==> src/rtl/hazard_stall_unit.sv <==
`default_nettype none
// ==========================================================================
// hazard_stall_unit : stall/flush control for load-use, dmem waits, branches
// Rev 1.0
// ==========================================================================
module hazard_stall_unit #(
    parameter int LOAD_USE_STALL = 1,
    parameter int TIMEOUT        = 255,
    parameter int CNT_W          = 32
) (
    input  logic             clk,
    input  logic             rst,
    input  logic [31:0]      id_inst,
    input  logic             id_valid,
    input  logic [4:0]       ex_rd,
    input  logic             ex_we_reg,
    input  logic             ex_re_mem,
    input  logic             branch_taken,
    input  logic             dmem_req,
    input  logic             dmem_ack,
    output logic             pc_stall,
    output logic             ifid_stall,
    output logic             idex_stall,
    output logic             exmem_stall,
    output logic             ifid_flush,
    output logic             idex_flush,
    output logic             memwb_bubble,
    output logic             mem_timeout,
    output logic [CNT_W-1:0] stall_cycles
);

    localparam int WAIT_W = $clog2(TIMEOUT + 1);

    localparam logic [1:0] C_ST_RUN      = 2'd0;
    localparam logic [1:0] C_ST_MEM_WAIT = 2'd1;
    localparam logic [1:0] C_ST_ERROR    = 2'd2;

    localparam logic [6:0] C_OP_JAL    = 7'b1101111;
    localparam logic [6:0] C_OP_LUI    = 7'b0110111;
    localparam logic [6:0] C_OP_AUIPC  = 7'b0010111;
    localparam logic [6:0] C_OP_OP     = 7'b0110011;
    localparam logic [6:0] C_OP_OP32   = 7'b0111011;
    localparam logic [6:0] C_OP_BRANCH = 7'b1100011;
    localparam logic [6:0] C_OP_STORE  = 7'b0100011;

    localparam logic [WAIT_W-1:0] C_WAIT_LAST = WAIT_W'(TIMEOUT - 1);

    logic [1:0]        state_q, state_d;
    logic [WAIT_W-1:0] wait_cnt_q, wait_cnt_d;
    logic              mem_timeout_q, mem_timeout_d;
    logic [CNT_W-1:0]  stall_cnt_q, stall_cnt_d;

    logic [6:0] w_opcode;
    logic [4:0] w_rs1;
    logic [4:0] w_rs2;
    logic       w_rs1_used;
    logic       w_rs2_used;
    logic       w_load_use;
    logic       w_mem_busy;
    logic [1:0] w_state_eff;
    logic       w_unused_inst;

    assign w_opcode = id_inst[6:0];
    assign w_rs1    = id_inst[19:15];
    assign w_rs2    = id_inst[24:20];

    assign w_unused_inst = ^{id_inst[31:25], id_inst[14:7]};

    assign w_rs1_used = (w_opcode != C_OP_JAL) && (w_opcode != C_OP_LUI) &&
                        (w_opcode != C_OP_AUIPC);
    assign w_rs2_used = (w_opcode == C_OP_OP) || (w_opcode == C_OP_OP32) ||
                        (w_opcode == C_OP_BRANCH) || (w_opcode == C_OP_STORE);

    assign w_load_use = (LOAD_USE_STALL != 0) && id_valid && ex_re_mem && ex_we_reg &&
                        (ex_rd != 5'd0) &&
                        ((w_rs1_used && (w_rs1 == ex_rd)) ||
                         (w_rs2_used && (w_rs2 == ex_rd)));

    assign w_mem_busy = dmem_req && !dmem_ack;

    // Outputs behave as in RUN while reset is held, whatever the stored state.
    assign w_state_eff = rst ? C_ST_RUN : state_q;

    always_comb begin
        state_d       = state_q;
        wait_cnt_d    = wait_cnt_q;
        mem_timeout_d = mem_timeout_q;
        case (state_q)
            C_ST_RUN: begin
                wait_cnt_d = '0;
                if (w_mem_busy) begin
                    state_d = C_ST_MEM_WAIT;
                end
            end
            C_ST_MEM_WAIT: begin
                if (dmem_ack) begin
                    state_d    = C_ST_RUN;
                    wait_cnt_d = '0;
                end else if (w_mem_busy) begin
                    if (wait_cnt_q == C_WAIT_LAST) begin
                        state_d       = C_ST_ERROR;
                        mem_timeout_d = 1'b1;
                    end else begin
                        wait_cnt_d = wait_cnt_q + 1'b1;
                    end
                end
            end
            C_ST_ERROR: begin
                mem_timeout_d = 1'b1;
            end
            default: begin
                state_d    = C_ST_RUN;
                wait_cnt_d = '0;
            end
        endcase
    end

    always_comb begin
        pc_stall     = 1'b0;
        ifid_stall   = 1'b0;
        idex_stall   = 1'b0;
        exmem_stall  = 1'b0;
        ifid_flush   = 1'b0;
        idex_flush   = 1'b0;
        memwb_bubble = 1'b0;
        if (w_state_eff == C_ST_ERROR) begin
            pc_stall     = 1'b1;
            ifid_stall   = 1'b1;
            idex_stall   = 1'b1;
            exmem_stall  = 1'b1;
            memwb_bubble = 1'b1;
        end else if (w_mem_busy) begin
            // EX is frozen here, so a pending redirect is taken on the release cycle.
            pc_stall     = 1'b1;
            ifid_stall   = 1'b1;
            idex_stall   = 1'b1;
            exmem_stall  = 1'b1;
            memwb_bubble = 1'b1;
        end else if (branch_taken) begin
            ifid_flush = 1'b1;
            idex_flush = 1'b1;
        end else if (w_load_use) begin
            pc_stall   = 1'b1;
            ifid_stall = 1'b1;
            idex_flush = 1'b1;
        end
    end

    always_comb begin
        stall_cnt_d = stall_cnt_q;
        if (pc_stall && (stall_cnt_q != {CNT_W{1'b1}})) begin
            stall_cnt_d = stall_cnt_q + 1'b1;
        end
    end

    always_ff @(posedge clk) begin
        if (rst) begin
            state_q       <= C_ST_RUN;
            wait_cnt_q    <= '0;
            mem_timeout_q <= 1'b0;
            stall_cnt_q   <= '0;
        end else begin
            state_q       <= state_d;
            wait_cnt_q    <= wait_cnt_d;
            mem_timeout_q <= mem_timeout_d;
            stall_cnt_q   <= stall_cnt_d;
        end
    end

    assign mem_timeout  = mem_timeout_q;
    assign stall_cycles = stall_cnt_q;

endmodule
`default_nettype wire

==> config.mk <==
export PLATFORM = sky130hd
export DESIGN_NAME = hazard_stall_unit
export DESIGN_NICKNAME = d
export VERILOG_FILES = /design/src/rtl/hazard_stall_unit.sv
export SDC_FILE = /design/constraint.sdc
export NUM_CORES = 1
export LEC_CHECK = 0
export CORE_MARGIN = 1
export CORE_UTILIZATION = 40
export CTS_BUF_LIST = sky130_fd_sc_hd__clkbuf_8 sky130_fd_sc_hd__clkbuf_16
export DETAILED_ROUTE_END_ITERATION = 8
export PLACE_DENSITY = 0.84
export SETUP_SLACK_MARGIN = 0.02
export SYNTH_ARGS = -nofsm -noshare
export SYNTH_HDL_FRONTEND = slang
export SYNTH_SLANG_ARGS = --single-unit
==> constraint.sdc <==
create_clock -name clk -period 3.9 [get_ports clk]
set_input_delay 1.17 -clock clk [delete_from_list [all_inputs] [get_ports clk]]
set_output_delay 1.17 -clock clk [all_outputs]
set_load 0.03 [all_outputs]
== Yosys cells after proc, flatten, opt, wreduce, memory -nomap -nowiden ==
Index checks and enable logic that the tools add are counted.
Storage, ports and cells
  register bits: 43
  latch bits: 0
  RAM bits: 0
  bits in read-only memories: 0
  memories: 0
Cells by class
  add/sub/neg operators: 2
  multipliers: 0
  div/mod/pow operators: 0
  order comparisons: 0
  equal/unequal tests: 21
  shift operators: 0
  multiplexer cells: 26
  bitwise logic cells: 1
  reduce and logical (&&, ||, !) cells: 21
Operator list (count)
  adder 32 x 1 -> 32 bit (second input constant): 1
  != test 32 bit (second input constant): 1
  two-way mux 8 bit: 3
  equality test 7 x 6 -> 1 bit (second input constant): 3
  case mux 8 bit (2 select lines): 1
  two-way mux 1 bit: 15
  equality test 5 bit: 2
  logical AND 1 bit: 10
  two-way mux 2 bit: 5
  != test 3 bit (second input constant): 3
  adder 8 x 1 -> 8 bit (second input constant): 1
  equality test 8 bit (second input constant): 1
  != test 2 bit (second input constant): 4
  AND reduction 4 bit: 2
  equality test 7 bit (second input constant): 1
  != test 7 x 5 -> 1 bit (second input constant): 1
  != test 7 x 6 -> 1 bit (second input constant): 1
  != test 7 bit (second input constant): 1
  case mux 2 bit (3 select lines): 1
  nonzero test 5 bit: 1
  equality test 2 bit (second input constant): 2
  logical OR 1 bit: 4
  AND reduction 3 bit: 1
  equality test 2 x 1 -> 1 bit (second input constant): 1
  other kinds (5): 5

== Logic depth before layout (Yosys ltp) ==
Gate-level depths: netlist of the first run.
  depth after elaboration: 12
  gate-level depth with buffers: 11

== Least setup slack after synthesis of the first run ==
No wires, ideal clock.
  kind: input-to-output
  start point: input port id_inst[21]
  end point: output port pc_stall
  arrival time: 3.134 ns
  data required time: 2.730 ns
  path slack: -0.404 ns
  cell stages on the path: 8
  cells stage by stage: inv_1 > a211o_1 > or4_1 > a211oi_2 > nor2_1 > clkbuf_1 > inv_1 > buf_4
Between the ends
  cells in the longest elaborated chain, start to end: 8
RTL lines
  start: declaration: line 13  | input logic [31:0] id_inst,
  equality test 5 bit: line 77  | (w_rs2_used && (w_rs2 == ex_rd)));
  logical AND 1 bit: line 77
  logical OR 1 bit: line 76  | ((w_rs1_used && (w_rs1 == ex_rd)) ||
  logical AND 1 bit: line 75  | (ex_rd != 5'd0) &&
  two-way mux 1 bit (4 in a row)
  end: declaration: line 21  | output logic pc_stall,
No other way between the ends.

== Final worst setup path of the first run ==
  start point: input port id_inst[20]
  end point: output port pc_stall
Between the ends
  cells in the longest elaborated chain, start to end: 8
RTL lines
  equality test 5 bit: line 77
  logical AND 1 bit: line 77
  logical OR 1 bit: line 76
  logical AND 1 bit: line 75
  two-way mux 1 bit: line 142  | end else if (w_load_use) begin
  two-way mux 1 bit: line 139  | end else if (branch_taken) begin
  two-way mux 1 bit: line 132  | end else if (w_mem_busy) begin
  two-way mux 1 bit: line 126  | if (w_state_eff == C_ST_ERROR) begin
No other way between the ends.

==> results of run 1 <==
## worst max path at each step
stage,startpoint,slack [ps],end
2_1_floorplan,ex_rd[1],20,pc_stall
3_3_place_gp,ex_rd[1],-340,pc_stall
3_5_place_dp,ex_rd[3],-360,pc_stall
4_1_cts,id_inst[16],20,pc_stall
5_1_grt,id_inst[20],-10,ifid_stall
6_report,id_inst[20],50,pc_stall
## logic make-up after synthesis
group / Yosys count / synth area share, %
adders and majority gates: 3 / 1.49
buffers and inverters: 29 / 6.39
and+or+nand+nor: 149 / 33.0
DFF: 43 / 34.1
xor gates and xnor gates: 17 / 5.90
AOI/OAI and AO/OA: 51 / 12.5
muxes: 14 / 6.69
## timing repair
item	CTS	global route
gates resized for setup	57	15
hold buffers	0	0
pin swaps	13	7
setup buffers	1	0
setup endpoints to repair	3	6
## sequential cells by signal (all words and copies together), names as in the netlist
name	cells
state_q	2
stall_cycles	32
mem_timeout	1
wait_cnt_q	8
## layout make-up
cell class / count / area [um^2] / share of cell area, %
multi-input cells: 234 / 1560 / 45.4
flip-flops and latches: 43 / 861 / 25.0
repair buffers: 86 / 766 / 22.3
clock buffers: 7 / 96.3 / 2.80
well taps: 75 / 93.8 / 2.73
inverters: 13 / 56.3 / 1.64
clock inverters: 1 / 3.75 / 0.109
## worst min-delay path, delay by kind of cell (launching register included)
kind                   cells  cell delay [ps]
AOI/OAI and AO/OA          1               60
buffers and inverters      1               50
DFF                        1              330
## power by group
part	switching [mW]	total, mW	internal [mW]	leakage (nW)
sequential	0.00258	0.443	0.441	0.347
combinational	0.0579	0.112	0.0544	0.883
clock	0.158	0.318	0.159	0.0557
total	0.219	0.873	0.654	1.28
## metrics by stage
stage | setup slack, ps | hold WS, ps | instance area, um^2
final | 54.6 | 493 | 3440
after global routing | -13.3 | 495 | 3440
after CTS | 22.6 | 490 | 3420
after global placement | -337 | 441 | 3330
after floorplan | 17.0 | 478 | 2560
after detailed placement | -359 | 474 | 3330
## synthesized netlist by cell type, types with 2 or more instances
cell and count:
nor4_2 4, nor2b_1 13, mux2i_1 3, o31ai_1 4
ha_1 3, mux2_4 4, nand3_1 17, nor2_1 36
dfxtp_1 43, o2111ai_1 2, nor4_1 4, nand2_1 14
or2_2 5, o21ai_1 9, mux2_2 7, and2_1 3
o21ai_0 7, clkbuf_1 6, a21oi_1 20, or3_1 14
and4_1 3, buf_2 2, buf_6 3, nor3_1 6
nand4_1 14, xor2_1 9, and3_1 5, or4_1 5
xnor2_1 8, inv_1 13, buf_4 3
## per-layer routing
| metal | wire length (um) | GRT usage (%) | part of all wire (%) | vias to the layer above |
|---|---|---|---|---|
| met1 | 2580 | 22.6 | 41 | 1143 |
| met2 | 3170 | 36.2 | 51 | 86 |
| li1 | - | - | - | 1249 |
| met3 | 380 | 6.56 | 6.1 | 15 |
| met4 | 123 | 8.75 | 2.0 | 0 |
| met5 | 0 | 0 | 0 | - |
## layout by cell type, fill, tap and decap left out, types with 4 or more instances in the layout
| cell type | Yosys | final |
|---|---|---|
| and3_1 | 5 | 5 |
| mux2_4 | 4 | 4 |
| dfxtp_1 | 43 | 43 |
| mux2_2 | 7 | 7 |
| nor2_1 | 36 | 35 |
| o21ai_1 | 9 | 9 |
| or2_2 | 5 | 5 |
| nand2_1 | 14 | 14 |
| buf_4 | 3 | 18 |
| nor4_2 | 4 | 4 |
| xnor2_1 | 8 | 6 |
| clkdlybuf4s50_1 | 0 | 42 |
| inv_1 | 13 | 11 |
| nand3_1 | 17 | 17 |
| nand4_1 | 14 | 14 |
| nor4_1 | 4 | 4 |
| clkbuf_8 | 0 | 7 |
| o31ai_1 | 4 | 4 |
| nor3_1 | 6 | 6 |
| xor2_1 | 9 | 9 |
| buf_2 | 2 | 11 |
| nor2b_1 | 13 | 13 |
| a21oi_1 | 20 | 20 |
| or3_1 | 14 | 14 |
| dlymetal6s2s_1 | 0 | 6 |
| o21ai_0 | 7 | 7 |
==> out/metrics.yaml, run 1 <==
setup_path:
  critPathRequiredTime_ps: 2730
  cp_slowest_stage_delay_ps: 570
  cp.depth: 8
  crit_family: "simple AND/OR/NAND/NOR gates"
  timing.rr.end: "stall_cycles[1]"
  cp-end-kind: "primary output"
  cp.arrival_ps: 2680
  reg2reg_slack_ps: 940
  critPathMaxFanout: 2
  critPathBufInv: 3
  worst-r2r-cell-count: 9
  rr_startpoint: "stall_cycles[0]"
  crit_path_start_kind: "primary input"
  path_cells: "buf_2, xnor2_1, nand2_1, or4_4, a211oi_4, nor2_4, inv_8, buf_6"
  criticalPathCategory: "primary input to primary output"
  cp_slowest_cell: "or4_4"
floorplanning:
  rows: 28
  fp.coreArea_um2: 5990
  die_w_um: 81.5
  dieHeight_um: 81.5
  die-area_um2: 6630
  initial_core_util_pct: 42.1
  num_io_pins: 85
logic_synthesis:
  synth_edf_count: 0
  syn_nets: 354
  yosys_register_bits: 43
  synth_cells: 306
  ys_warn_count: 0
  synth_area_leader_cell: "dfxtp_1"
  avgSynthCellArea_um2: 8.25
  syn_area_um2: 2520
  ys.flop_type: "dfxtp_1"
  async_flop_share_pct: 0
  ys_seq_area_share_pct: 34.1
  synth_top_area_share_pct: 34.1
  yosysUniqueCellTypes: 48
  synth_area_leaders: "dfxtp_1, nor2_1, a21oi_1"
placement:
  io_buffers: 69
  gp_congestion: 0.758
  dp_hpwl_um: 4570
  dp_cells: 450
clocking:
  cts_tree: "done"
  clk_pin_slew_ps: 80
  cts-root-buf: "clkbuf_8"
  cts.path.max_buffers: 2
  clock_latency_ps: 300
  cts.sinks: 43
  cts_inserted_buffers: 5
  htree_levels: 2
power_and_ir_drop:
  p_leak_nw: 1.28
  pwr_density_cell_nw_per_um2: 254
  peakVddDrop_v: 0.000118
  total_power_mw: 0.873
timing:
  worst_pin_slew_ps: 563
  hold_violations: 0
  finalCriticalPeriod_ps: 3850
  worst_clock_skew_ps: 7.45
  slew_violations: 0
  fmax_mhz: 260
  finalSetupViolations: 0
  fin_tns_setup_ps: 0
  fin_crit_sh_pct: 98.6
  slew_headroom_pct: 62.4
worst_hold_path:
  holdPathEnd: "mem_timeout"
  hold-path-cell-count: 2
  hold_class: "flop to flop"
  hold_path.startpoint: "mem_timeout"
global_route:
  antenna_found_initial: 0
  grt_remaining_overflow: 0
  grt_pass1_vias: 2387
  grt_pass1_wl_um: 10500
  grt_usage_pct: 20.6
  grt_max_degree: 47
layout:
  num_antenna_cells: 0
  area_delta_synth_final_pct: 36.2
  instances_no_fill: 459
  final_core_util_pct: 57.4
  final_nets: 431
  nFillCells: 539
  drive_gt1_share_pct: 20.3
routing:
  drtIter0Drc: 127
  dr.pass1.iters: 4
  drtAntennaViolNets: 0
  vias_per_cell: 5.43
  wire_per_inst_um: 13.6
  drc: 0
  routed_wl_um: 6260
  vias: 2493
flow_run:
  maxCapViolations: 0
outcome:
  status: "finished clean"
(Power assumes the default switching activity.)
==> inputs of run 2 (changes only) <==
==> constraint.sdc (replaced) <==
create_clock -name clk -period 3.9 [get_ports clk]
set_input_delay 0.39 -clock clk [delete_from_list [all_inputs] [get_ports clk]]
set_output_delay 0.39 -clock clk [all_outputs]
set_load 0.03 [all_outputs]
==> run 2 against run 1 <==
Clock power is 19% lower. Final cell count down 3.7%. Global-route usage is 2.1 points lower. Die area unchanged. Sequential share of layout area up 1.2 points. Largest cell class unchanged. Largest power group unchanged.
==> out/metrics.yaml, run 2 (synthesis results as in run 1) <==
placement:
  pre_cts_ws_ps: 528
  gp_congestion: 0.844
  io_buffers: 69
  dp_hpwl_um: 4410
routing:
  routed_wl_um: 5990
  drtIter0Drc: 87
  vias: 2439
  drc: 0
  wire_per_inst_um: 13.6
  drtAntennaViolNets: 0
  vias_per_cell: 5.52
  dr.pass1.iters: 4
setup_path:
  reg2reg_slack_ps: 890
  cp-end-kind: "primary output"
  critPathMaxFanout: 3
  crit_path_start_kind: "primary input"
  cp.arrival_ps: 2970
  criticalPathCategory: "primary input to primary output"
  critPathRequiredTime_ps: 3510
worst_hold_path:
  hold_class: "flop to flop"
floorplanning:
  num_io_pins: 85
  die-area_um2: 6630
  fp.coreArea_um2: 5990
  dieHeight_um: 81.5
  initial_core_util_pct: 42.1
  rows: 28
  die_w_um: 81.5
timing:
  worst_pin_slew_ps: 829
  fin_crit_sh_pct: 86.2
  slew_violations: 0
  worst_clock_skew_ps: 7.36
  hold_violations: 0
  slew_headroom_pct: 44.5
  setup_ws_ps: 537
  finalCriticalPeriod_ps: 3360
  grt_setup_unrepaired: "false"
  finalSetupViolations: 0
  fmax_mhz: 297
  fin_tns_setup_ps: 0
clocking:
  cts-root-buf: "clkbuf_8"
  holdBufCountCts: 0
  post_cts_buffers: 0
  cts.sinks: 43
  cts_tree: "done"
  clk_pin_slew_ps: 70
  cts_inserted_buffers: 5
  cts.path.max_buffers: 2
  cts.repair.resized: 0
  htree_levels: 2
  clock_latency_ps: 290
layout:
  largest_reg_flops: 32
  final_nets: 416
  area_delta_synth_final_pct: 30.1
  drive_gt1_share_pct: 8.72
  mostFrequentLayoutCells: "clkdlybuf4s50_1, dfxtp_1, nor2_1"
  num_antenna_cells: 0
  final_common_cell: "clkdlybuf4s50_1"
global_route:
  grt_pass1_wl_um: 9600
  grt_usage_pct: 18.5
  grt_pass1_vias: 2178
  antenna_found_initial: 0
  grt_max_degree: 47
  grt_remaining_overflow: 0
flow_run:
  maxCapViolations: 0
outcome:
  status: "finished clean"
power_and_ir_drop:
  peakVddDrop_v: 0.000218
  p_leak_nw: 1.10
  pwr_density_cell_nw_per_um2: 244
-- run 2: changes by cell type in the layout (fill, tap and decap cells not counted), sizes merged --
cell and delta:
clkbuf -4, clkdlybuf4s50 +27, buf -30, clkdlybuf4s15 -1, dlymetal6s2s -6, dlygate4sd2 -3
-- run 2: where the power goes --
group          leakage, nW  switching, mW  total, mW  internal [mW]
Combinational        0.708         0.0507      0.102         0.0510
Sequential           0.347        0.00290      0.444          0.441
Clock               0.0413          0.139      0.256          0.117
-- run 2: layout make-up --
cell class              count  area, um^2
clock buffers               5        68.8
clock inverters             1        3.75
fillers                   560        2710
inverters                  13        48.8
multi-input cells         234        1500
flip-flops and latches     43         861
well taps                  75        93.8
repair buffers             71         706
-- run 2: stage by stage --
stage	area [um^2]	util, %	hold WS (ps)	power [mW]	cells
CTS	3280	54.8	457	0.814	442
global route	3280	54.8	513	0.837	442
global placement	3210	53.6	441	0.553	436
detailed placement	3210	53.6	446	0.556	436
floorplan	2520	-	478	0.509	306
finish	3280	54.8	456	0.801	442
-- run 2: path summary, 6_finish.rpt --
path	start	cells after the start	endpoint
max	id_inst[21]	8	pc_stall
min	mem_timeout	2	mem_timeout
max reg2reg	stall_cycles[0]	8	stall_cycles[20]
min reg2reg	mem_timeout	2	mem_timeout
-- run 2: worst max-delay path: stages --
cell             delay, ps
clkdlybuf4s50_1        450
inv_1                   50
a211o_1                270
or4_1                  560
a211oi_2               380
nor2_1                 120
inv_1                   80
clkdlybuf4s50_1        660
-- run 2: metal layers --
layer / up-vias / GRT usage [%] / part of all wire, %
met5: - / 0 / 0
met4: 0 / 8.39 / 2.3
met3: 15 / 4.00 / 3.9
met2: 53 / 32.0 / 50
met1: 1149 / 21.8 / 44
li1: 1222 / - / -
